### src/rtl/ws_power_sequencer.sv
// ---------------------------------------------------------------------------
// ws_power_sequencer
//
// Sequences console power and reset and gates HDMI video output on the
// WonderSwan HDMI path. The console supply is only re-enabled after the full
// discharge wait. The console reset is held for the power-up time after the
// supply is enabled. Video enable is raised only on a frame boundary.
//
// Build option:
//   AUTO_POWER_ON_EN  When defined, PLL lock goes straight to WAIT, and
//                     SHUTDOWN returns to WAIT. The console then boots and
//                     restarts without a button press.
//                     When undefined, both of those go to OFF, and power-on
//                     needs a button press.
//
// Ports:
//   clk            pixel clock
//   rst_n          asynchronous active-low reset
//   pll_lock       PLL lock (asynchronous, synchronized internally)
//   btn_power      raw power button, active-high (asynchronous)
//   frame_start    one-cycle pulse at the first pixel of each frame
//   pwr_en         console supply enable
//   console_rst_n  console reset, active-low
//   video_en       HDMI pixel/audio output enable
//   seq_state      current sequencer state encoding (debug/OSD)
// ---------------------------------------------------------------------------
module ws_power_sequencer #(
    parameter int unsigned POWERUPCYCLES   = 2700000,
    parameter int unsigned POWERWAITCYCLES = 13500000,
    parameter int unsigned DEBOUNCE_CYCLES = 270000,
    parameter int unsigned SHUTDOWN_CYCLES = 16
) (
    input  logic       clk,
    input  logic       rst_n,
    input  logic       pll_lock,
    input  logic       btn_power,
    input  logic       frame_start,
    output logic       pwr_en,
    output logic       console_rst_n,
    output logic       video_en,
    output logic [2:0] seq_state
);

    // A zero-length dwell is promoted to one cycle.
    localparam int unsigned PU_EFF = (POWERUPCYCLES   == 0) ? 1 : POWERUPCYCLES;
    localparam int unsigned PW_EFF = (POWERWAITCYCLES == 0) ? 1 : POWERWAITCYCLES;
    localparam int unsigned DB_EFF = (DEBOUNCE_CYCLES == 0) ? 1 : DEBOUNCE_CYCLES;
    localparam int unsigned SD_EFF = (SHUTDOWN_CYCLES == 0) ? 1 : SHUTDOWN_CYCLES;

    localparam int unsigned MAX_A  = (PU_EFF > PW_EFF) ? PU_EFF : PW_EFF;
    localparam int unsigned MAX_B  = (MAX_A  > DB_EFF) ? MAX_A  : DB_EFF;
    localparam int unsigned MAX_C  = (MAX_B  > SD_EFF) ? MAX_B  : SD_EFF;
    localparam int unsigned CW     = $clog2(MAX_C) + 1;
    localparam int unsigned DW     = $clog2(DB_EFF) + 1;

    localparam logic [CW-1:0] PU_LAST = CW'(PU_EFF - 1);
    localparam logic [CW-1:0] PW_LAST = CW'(PW_EFF - 1);
    localparam logic [CW-1:0] SD_LAST = CW'(SD_EFF - 1);
    localparam logic [DW-1:0] DB_LAST = DW'(DB_EFF - 1);

    typedef enum logic [2:0] {
        S_IDLE     = 3'd0,
        S_OFF      = 3'd1,
        S_WAIT     = 3'd2,
        S_POWERUP  = 3'd3,
        S_RUN      = 3'd4,
        S_SHUTDOWN = 3'd5
    } state_e;

`ifdef AUTO_POWER_ON_EN
    localparam state_e LOCK_NEXT     = S_WAIT;
    localparam state_e SHUTDOWN_NEXT = S_WAIT;
`else
    localparam state_e LOCK_NEXT     = S_OFF;
    localparam state_e SHUTDOWN_NEXT = S_OFF;
`endif

    // -----------------------------------------------------------------------
    // Two-flop synchronizers
    // -----------------------------------------------------------------------
    logic pll_s1_q, pll_s2_q;
    logic btn_s1_q, btn_s2_q;

    always_ff @(posedge clk or negedge rst_n) begin
        if (!rst_n) begin
            pll_s1_q <= 1'b0;
            pll_s2_q <= 1'b0;
            btn_s1_q <= 1'b0;
            btn_s2_q <= 1'b0;
        end else begin
            pll_s1_q <= pll_lock;
            pll_s2_q <= pll_s1_q;
            btn_s1_q <= btn_power;
            btn_s2_q <= btn_s1_q;
        end
    end

    // -----------------------------------------------------------------------
    // Button debounce. The level follows the synchronized button only after
    // the two have disagreed for DB_EFF consecutive cycles. Any agreement
    // restarts the count. press is registered at the same edge the level
    // rises.
    // -----------------------------------------------------------------------
    logic          db_level_q, db_level_d;
    logic [DW-1:0] db_cnt_q,   db_cnt_d;
    logic          press_q,    press_d;

    always_comb begin
        db_level_d = db_level_q;
        db_cnt_d   = '0;
        press_d    = 1'b0;
        if (btn_s2_q != db_level_q) begin
            if (db_cnt_q == DB_LAST) begin
                db_level_d = btn_s2_q;
                press_d    = btn_s2_q;
            end else begin
                db_cnt_d = db_cnt_q + 1'b1;
            end
        end
    end

    always_ff @(posedge clk or negedge rst_n) begin
        if (!rst_n) begin
            db_level_q <= 1'b0;
            db_cnt_q   <= '0;
            press_q    <= 1'b0;
        end else begin
            db_level_q <= db_level_d;
            db_cnt_q   <= db_cnt_d;
            press_q    <= press_d;
        end
    end

    // -----------------------------------------------------------------------
    // Sequencer FSM. The outputs are registered together with the state, so
    // they always match the state being entered. The dwell counter is
    // cleared on every state entry.
    // -----------------------------------------------------------------------
    state_e        state_q;
    logic [CW-1:0] cnt_q;
    logic          pwr_en_q;
    logic          con_rst_n_q;
    logic          video_en_q;

    always_ff @(posedge clk or negedge rst_n) begin
        if (!rst_n) begin
            state_q     <= S_IDLE;
            cnt_q       <= '0;
            pwr_en_q    <= 1'b0;
            con_rst_n_q <= 1'b0;
            video_en_q  <= 1'b0;
        end else if (state_q != S_IDLE && !pll_s2_q) begin
            // Loss of lock overrides press and counter expiry.
            state_q     <= S_IDLE;
            cnt_q       <= '0;
            pwr_en_q    <= 1'b0;
            con_rst_n_q <= 1'b0;
            video_en_q  <= 1'b0;
        end else begin
            case (state_q)
                S_IDLE: begin
                    pwr_en_q    <= 1'b0;
                    con_rst_n_q <= 1'b0;
                    video_en_q  <= 1'b0;
                    if (pll_s2_q) begin
                        state_q <= LOCK_NEXT;
                        cnt_q   <= '0;
                    end
                end
                S_OFF: begin
                    pwr_en_q    <= 1'b0;
                    con_rst_n_q <= 1'b0;
                    video_en_q  <= 1'b0;
                    if (press_q) begin
                        state_q <= S_WAIT;
                        cnt_q   <= '0;
                    end
                end
                S_WAIT: begin
                    // press is ignored; the discharge wait always completes.
                    con_rst_n_q <= 1'b0;
                    video_en_q  <= 1'b0;
                    if (cnt_q == PW_LAST) begin
                        state_q  <= S_POWERUP;
                        cnt_q    <= '0;
                        pwr_en_q <= 1'b1;
                    end else begin
                        cnt_q    <= cnt_q + 1'b1;
                        pwr_en_q <= 1'b0;
                    end
                end
                S_POWERUP: begin
                    pwr_en_q   <= 1'b1;
                    video_en_q <= 1'b0;
                    if (press_q) begin
                        // Abort wins over a coincident expiry.
                        state_q     <= S_SHUTDOWN;
                        cnt_q       <= '0;
                        con_rst_n_q <= 1'b0;
                    end else if (cnt_q == PU_LAST) begin
                        state_q     <= S_RUN;
                        cnt_q       <= '0;
                        con_rst_n_q <= 1'b1;
                    end else begin
                        cnt_q       <= cnt_q + 1'b1;
                        con_rst_n_q <= 1'b0;
                    end
                end
                S_RUN: begin
                    pwr_en_q <= 1'b1;
                    if (press_q) begin
                        // video_en is left as is here; it clears one cycle
                        // into SHUTDOWN.
                        state_q     <= S_SHUTDOWN;
                        cnt_q       <= '0;
                        con_rst_n_q <= 1'b0;
                    end else begin
                        con_rst_n_q <= 1'b1;
                        if (frame_start) begin
                            video_en_q <= 1'b1;
                        end
                    end
                end
                S_SHUTDOWN: begin
                    video_en_q  <= 1'b0;
                    con_rst_n_q <= 1'b0;
                    if (cnt_q == SD_LAST) begin
                        state_q  <= SHUTDOWN_NEXT;
                        cnt_q    <= '0;
                        pwr_en_q <= 1'b0;
                    end else begin
                        cnt_q    <= cnt_q + 1'b1;
                        pwr_en_q <= 1'b1;
                    end
                end
                default: begin
                    state_q     <= S_IDLE;
                    cnt_q       <= '0;
                    pwr_en_q    <= 1'b0;
                    con_rst_n_q <= 1'b0;
                    video_en_q  <= 1'b0;
                end
            endcase
        end
    end

    assign pwr_en        = pwr_en_q;
    assign console_rst_n = con_rst_n_q;
    assign video_en      = video_en_q;
    assign seq_state     = state_q;

endmodule

### config.mk
export PLATFORM = sky130hd
export DESIGN_NAME = ws_power_sequencer
export DESIGN_NICKNAME = d
export VERILOG_FILES = /design/src/rtl/ws_power_sequencer.sv
export SDC_FILE = /design/constraint.sdc
export NUM_CORES = 1
export LEC_CHECK = 0
export ABC_AREA = 1
export ABC_CLOCK_PERIOD_IN_PS = 2400
export BUFFER_PORTS_ARGS = -buffer_cell sky130_fd_sc_hd__buf_2
export CORE_UTILIZATION = 55
export CTS_BUF_LIST = sky130_fd_sc_hd__clkbuf_2
export DETAILED_ROUTE_END_ITERATION = 10
export GPL_TIMING_DRIVEN = 0
export PLACE_DENSITY = 0.78
export REMOVE_ABC_BUFFERS = 1
export SLEW_MARGIN = 20
export SYNTH_ARGS = -nofsm -noshare
export SYNTH_HDL_FRONTEND = slang
export SYNTH_SLANG_ARGS = --single-unit
### constraint.sdc
create_clock -name clk -period 2.4 [get_ports clk]
set_clock_uncertainty 0.15 [all_clocks]
set_input_delay 0.24 -clock clk [delete_from_list [all_inputs] [get_ports clk]]
set_output_delay 0.24 -clock clk [all_outputs]
set_load 0.01 [all_outputs]
==> impl_metrics.prom <==
# TYPE chip_impl_metric gauge
chip_impl_info{name="worst_setup_path_endpoint",value="cnt_q[17]"} 1
chip_impl_metric{name="numCtsBuffers",unit=""} 9
chip_impl_metric{name="worst-path-max-fanout",unit=""} 16
chip_impl_metric{name="cts_buffer_depth",unit=""} 2
chip_impl_metric{name="globalRouteOverflowTotal",unit=""} 0
chip_impl_metric{name="power.sequential.fraction",unit="%"} 45.5
chip_impl_metric{name="p_leak",unit="nW"} 1.741
chip_impl_metric{name="layout-drive-gt1-share",unit="%"} 9.419
chip_impl_metric{name="power.ir.vdd_worst",unit="V"} 0.0004693
chip_impl_metric{name="power.internal",unit="mW"} 1.494
chip_impl_metric{name="number_of_synthesized_register_bits",unit=""} 57
chip_impl_metric{name="critPathBufInv",unit=""} 1
chip_impl_metric{name="initial_util",unit="%"} 57.69
chip_impl_metric{name="power.net_switching",unit="uW"} 798.3
chip_impl_metric{name="core",unit="um2"} 5956
chip_impl_info{name="startpoint_type",value="flop"} 1
chip_impl_metric{name="worstPathRequired",unit="ns"} 2.62
chip_impl_metric{name="ff2ff_setup_slack",unit="ns"} 0.29
chip_impl_metric{name="power.share.switching",unit="%"} 34.83
chip_impl_metric{name="placement.io_buffers",unit=""} 10
chip_impl_metric{name="detailedRoute.firstPassIterationCount",unit=""} 4
chip_impl_metric{name="syn-cell-area",unit="um2"} 3436
chip_impl_metric{name="final_util",unit="%"} 62.23
chip_impl_metric{name="layout_fillers",unit=""} 563
chip_impl_metric{name="setup_total_negative_slack",unit="ns"} 0
chip_impl_metric{name="timing.final.max_slew_violations",unit=""} 0
chip_impl_metric{name="via_count",unit=""} 3053
chip_impl_metric{name="part_of_the_cycle_the_worst_path_needs",unit="%"} 87.97
chip_impl_metric{name="first_global_vias",unit=""} 2813
chip_impl_metric{name="num_rows",unit=""} 28
chip_impl_metric{name="critPathMaxStageDelay",unit="ns"} 0.39
chip_impl_metric{name="crit_arrival",unit="ns"} 2.33
chip_impl_metric{name="clkPwrFrac",unit="%"} 31.6
chip_impl_metric{name="pwr-share-comb",unit="%"} 22.9
chip_impl_metric{name="synth_warnings",unit=""} 0
chip_impl_metric{name="antenna_violations_before_repair",unit=""} 0
chip_impl_metric{name="hpwlAfterDp",unit="mm"} 5.291
chip_impl_info{name="layout_commonest_cell",value="sky130_fd_sc_hd__nand2_1"} 1
chip_impl_metric{name="yosysSeqAreaShare",unit="%"} 41.51
chip_impl_metric{name="timing.fmax",unit="MHz"} 473.7
chip_impl_metric{name="post_synthesis_instance_total",unit=""} 476
chip_impl_info{name="slowest_stage",value="sky130_fd_sc_hd__dfrtp_1"} 1
chip_impl_metric{name="synth_cell_type_count",unit=""} 30
chip_impl_metric{name="grt_pass1_wl",unit="mm"} 12.62
chip_impl_info{name="run_status",value="finished, final reports clean"} 1
chip_impl_info{name="worstPathCellList",value="ha_1 > nand3_2 > inv_2 > nand2_1 > nor2_2 > nand2_1 > nand2_2 > nand3_4 > nand2_4 > o21ai_0"} 1
chip_impl_metric{name="setup_viol_count_final",unit=""} 0
chip_impl_metric{name="max-cap-violations",unit=""} 0
chip_impl_metric{name="hold_viol_final",unit=""} 0
chip_impl_metric{name="whs",unit="ns"} 0.1434
chip_impl_metric{name="remaining_drc_errors",unit=""} 0
chip_impl_metric{name="grt_start_max_net_pins",unit=""} 58
chip_impl_metric{name="grt_use_total",unit="%"} 25.68
chip_impl_metric{name="rr_worst_depth",unit=""} 10
chip_impl_info{name="kind_of_path_behind_the_tightest_hold_check",value="in -> async"} 1
chip_impl_metric{name="mapped_avg_cell_area",unit="um2"} 7.218
chip_impl_metric{name="dp.cells",unit=""} 554
chip_impl_info{name="critPathCaptureType",value="flop"} 1
chip_impl_info{name="reg2reg_to",value="cnt_q[17]"} 1
chip_impl_metric{name="clk-insertion-delay-late",unit="ns"} 0.52
chip_impl_info{name="cts.root.buffer_cell",value="sky130_fd_sc_hd__clkbuf_2"} 1
chip_impl_metric{name="top_level_ports",unit=""} 11
chip_impl_metric{name="iteration_0_drc_markers",unit=""} 219
chip_impl_metric{name="die_x",unit="um"} 81.04
chip_impl_metric{name="vias_per_cell",unit=""} 5.319
chip_impl_metric{name="clk_pin_slew_worst_paths",unit="ns"} 0.18
chip_impl_metric{name="area_growth",unit="%"} 7.866
chip_impl_info{name="crit_family",value="simple AND/OR/NAND/NOR gates"} 1
chip_impl_metric{name="instances_no_fill",unit=""} 574
chip_impl_metric{name="pin_slew_with_the_least_headroom_to_its_limit",unit="ns"} 0.7251
chip_impl_metric{name="clock_sink_count",unit=""} 57
chip_impl_metric{name="finalCriticalPeriod",unit="ns"} 2.111
chip_impl_metric{name="route.detailed.wl_per_inst",unit="um"} 13.04
chip_impl_metric{name="antenna_cells",unit=""} 0
chip_impl_metric{name="cts_post_setup_buffers_inserted",unit=""} 0
chip_impl_metric{name="drtAntennaViolNets",unit=""} 0
chip_impl_info{name="layout_common_cells",value="124 x sky130_fd_sc_hd__nand2_1, 86 x sky130_fd_sc_hd__nor2_1, 57 x sky130_fd_sc_hd__dfrtp_1"} 1
chip_impl_metric{name="cp_num_cells",unit=""} 10
chip_impl_metric{name="clock_tree.htree_level_count",unit=""} 3
chip_impl_metric{name="place_congestion",unit=""} 0.8861
chip_impl_info{name="unrepaired_setup_endpoints_after_global_routing",value="no"} 1
chip_impl_info{name="worstSetupStartpoint",value="cnt_q[0]"} 1
chip_impl_metric{name="overall_die_area",unit="um2"} 6567
chip_impl_metric{name="total_power_density_per_cell_area",unit="nW/um2"} 618.4
chip_impl_metric{name="totalWireLength",unit="mm"} 7.484
chip_impl_info{name="critPathMostFrequentCell",value="sky130_fd_sc_hd__nand2_1"} 1
chip_impl_info{name="cts_tree",value="done"} 1
chip_impl_metric{name="design.final.nets",unit=""} 501
chip_impl_info{name="worstSetupPathType",value="reg -> reg"} 1
chip_impl_metric{name="chipHeight",unit="um"} 81.04
chip_impl_info{name="r2r-start",value="cnt_q[0]"} 1
chip_impl_metric{name="slew_headroom",unit="%"} 51.66
synthesized netlist by cell type, drive strengths merged:
library cell | instances | area share [%]
o21ai | 23 | 4.4
o211ai | 1 | 0.22
xnor2 | 8 | 2.0
a22oi | 1 | 0.22
nor4 | 5 | 0.91
nand3b | 1 | 0.22
nand3 | 41 | 6.5
nor3 | 13 | 1.9
nand4 | 9 | 1.6
clkinv | 1 | 0.11
ha | 2 | 0.73
inv | 55 | 6.0
xor2 | 20 | 5.1
nor2 | 89 | 10
buf | 7 | 1.5
a31oi | 3 | 0.55
a21oi | 11 | 1.7
dfrtp | 57 | 42
nand2 | 129 | 15
final cells by class:
cell class                 count  area, um2  share of cell area (%)
clock buffer                  10      50.05                   1.350
clock inverter                 6      82.58                   2.228
inverter                      56      214.0                   5.773
multi-input combinational    356       1747                   47.13
sequential                    57       1426                   38.49
tap                           75      93.84                   2.532
timing repair buffer          14      92.59                   2.498
worst reg2reg max path: cells and delay by family (launching register included):
kind / cells / cell delay, ns
AND/OR/NAND/NOR: 7 / 0.99
flip-flops: 1 / 0.39
buffers and inverters: 1 / 0.15
adder cells (fa/ha/maj): 1 / 0.21
AO/OA/AOI/OAI: 1 / 0.12
how the worst min path moves through the flow:
stage / depth (start not counted) / slack [ns] / endpoint
6_report: 2 / 0.14 / cnt_q[4]
4_1_cts: 2 / 0.15 / seq_state[2]
3_3_place_gp: 0 / 0.18 / pll_s2_q
5_1_grt: 2 / 0.21 / pll_s1_q
2_1_floorplan: 0 / -0.21 / btn_s1_q
3_5_place_dp: 1 / 0.19 / cnt_q[8]
flip-flops by register name, indices dropped and copies added (netlist names):
| register | count |
|---|---|
| btn_s1_q | 1 |
| btn_s2_q | 1 |
| cnt_q | 25 |
| console_rst_n | 1 |
| db_cnt_q | 20 |
| db_level_q | 1 |
| pll_s1_q | 1 |
| pll_s2_q | 1 |
| press_q | 1 |
| pwr_en | 1 |
| seq_state | 3 |
| video_en | 1 |
logic make-up (layout without fill, tap and decap cells):
kind of cell	count (synthesis)	in the layout	synth area share, %
fa+ha+maj	2	2	0.7282
compound gates	39	39	7.138
xor+xnor	28	28	7.138
buf+inv	63	86	7.647
simple gates	287	287	35.83
flops	57	57	41.51
power groups by stage:
stage          Sequential, mW  Clock [mW]  Combinational, mW
5_1_grt                  1.05       0.767              0.605
3_5_place_dp             1.06           0              0.517
6_report                 1.04       0.724              0.525
4_1_cts                  1.04       0.733              0.524
2_1_floorplan            1.07           0              0.357
3_3_place_gp             1.06           0              0.513
what timing repair did:
action / CTS / global route
endpoints found under the setup margin: 0 / 5
gates resized for setup: 0 / 1
hold endpoints to repair: 60 / 0
hold buffers: 4 / 0
stage by stage:
step	area (um2)	setup slack (ns)	total power, mW
final	3706	0.2888	2.292
after global routing	3706	0.05613	2.421
after CTS	3702	0.2147	2.300
after detailed placement	3530	0.2937	1.578
after global placement	3527	0.3008	1.571
after floorplan	3383	0.5977	1.425
layer usage:
| metal | vias up | share of wire (%) | GRT usage [%] |
|---|---|---|---|
| met1 | 1418 | 45 | 31.84 |
| met2 | 65 | 49 | 41.60 |
| met3 | 20 | 3.2 | 4.382 |
| li1 | 1550 | - | - |
| met5 | - | 0 | 0 |
| met4 | 0 | 3.0 | 15.71 |
Note: power is estimated with default switching activity, not from simulation.
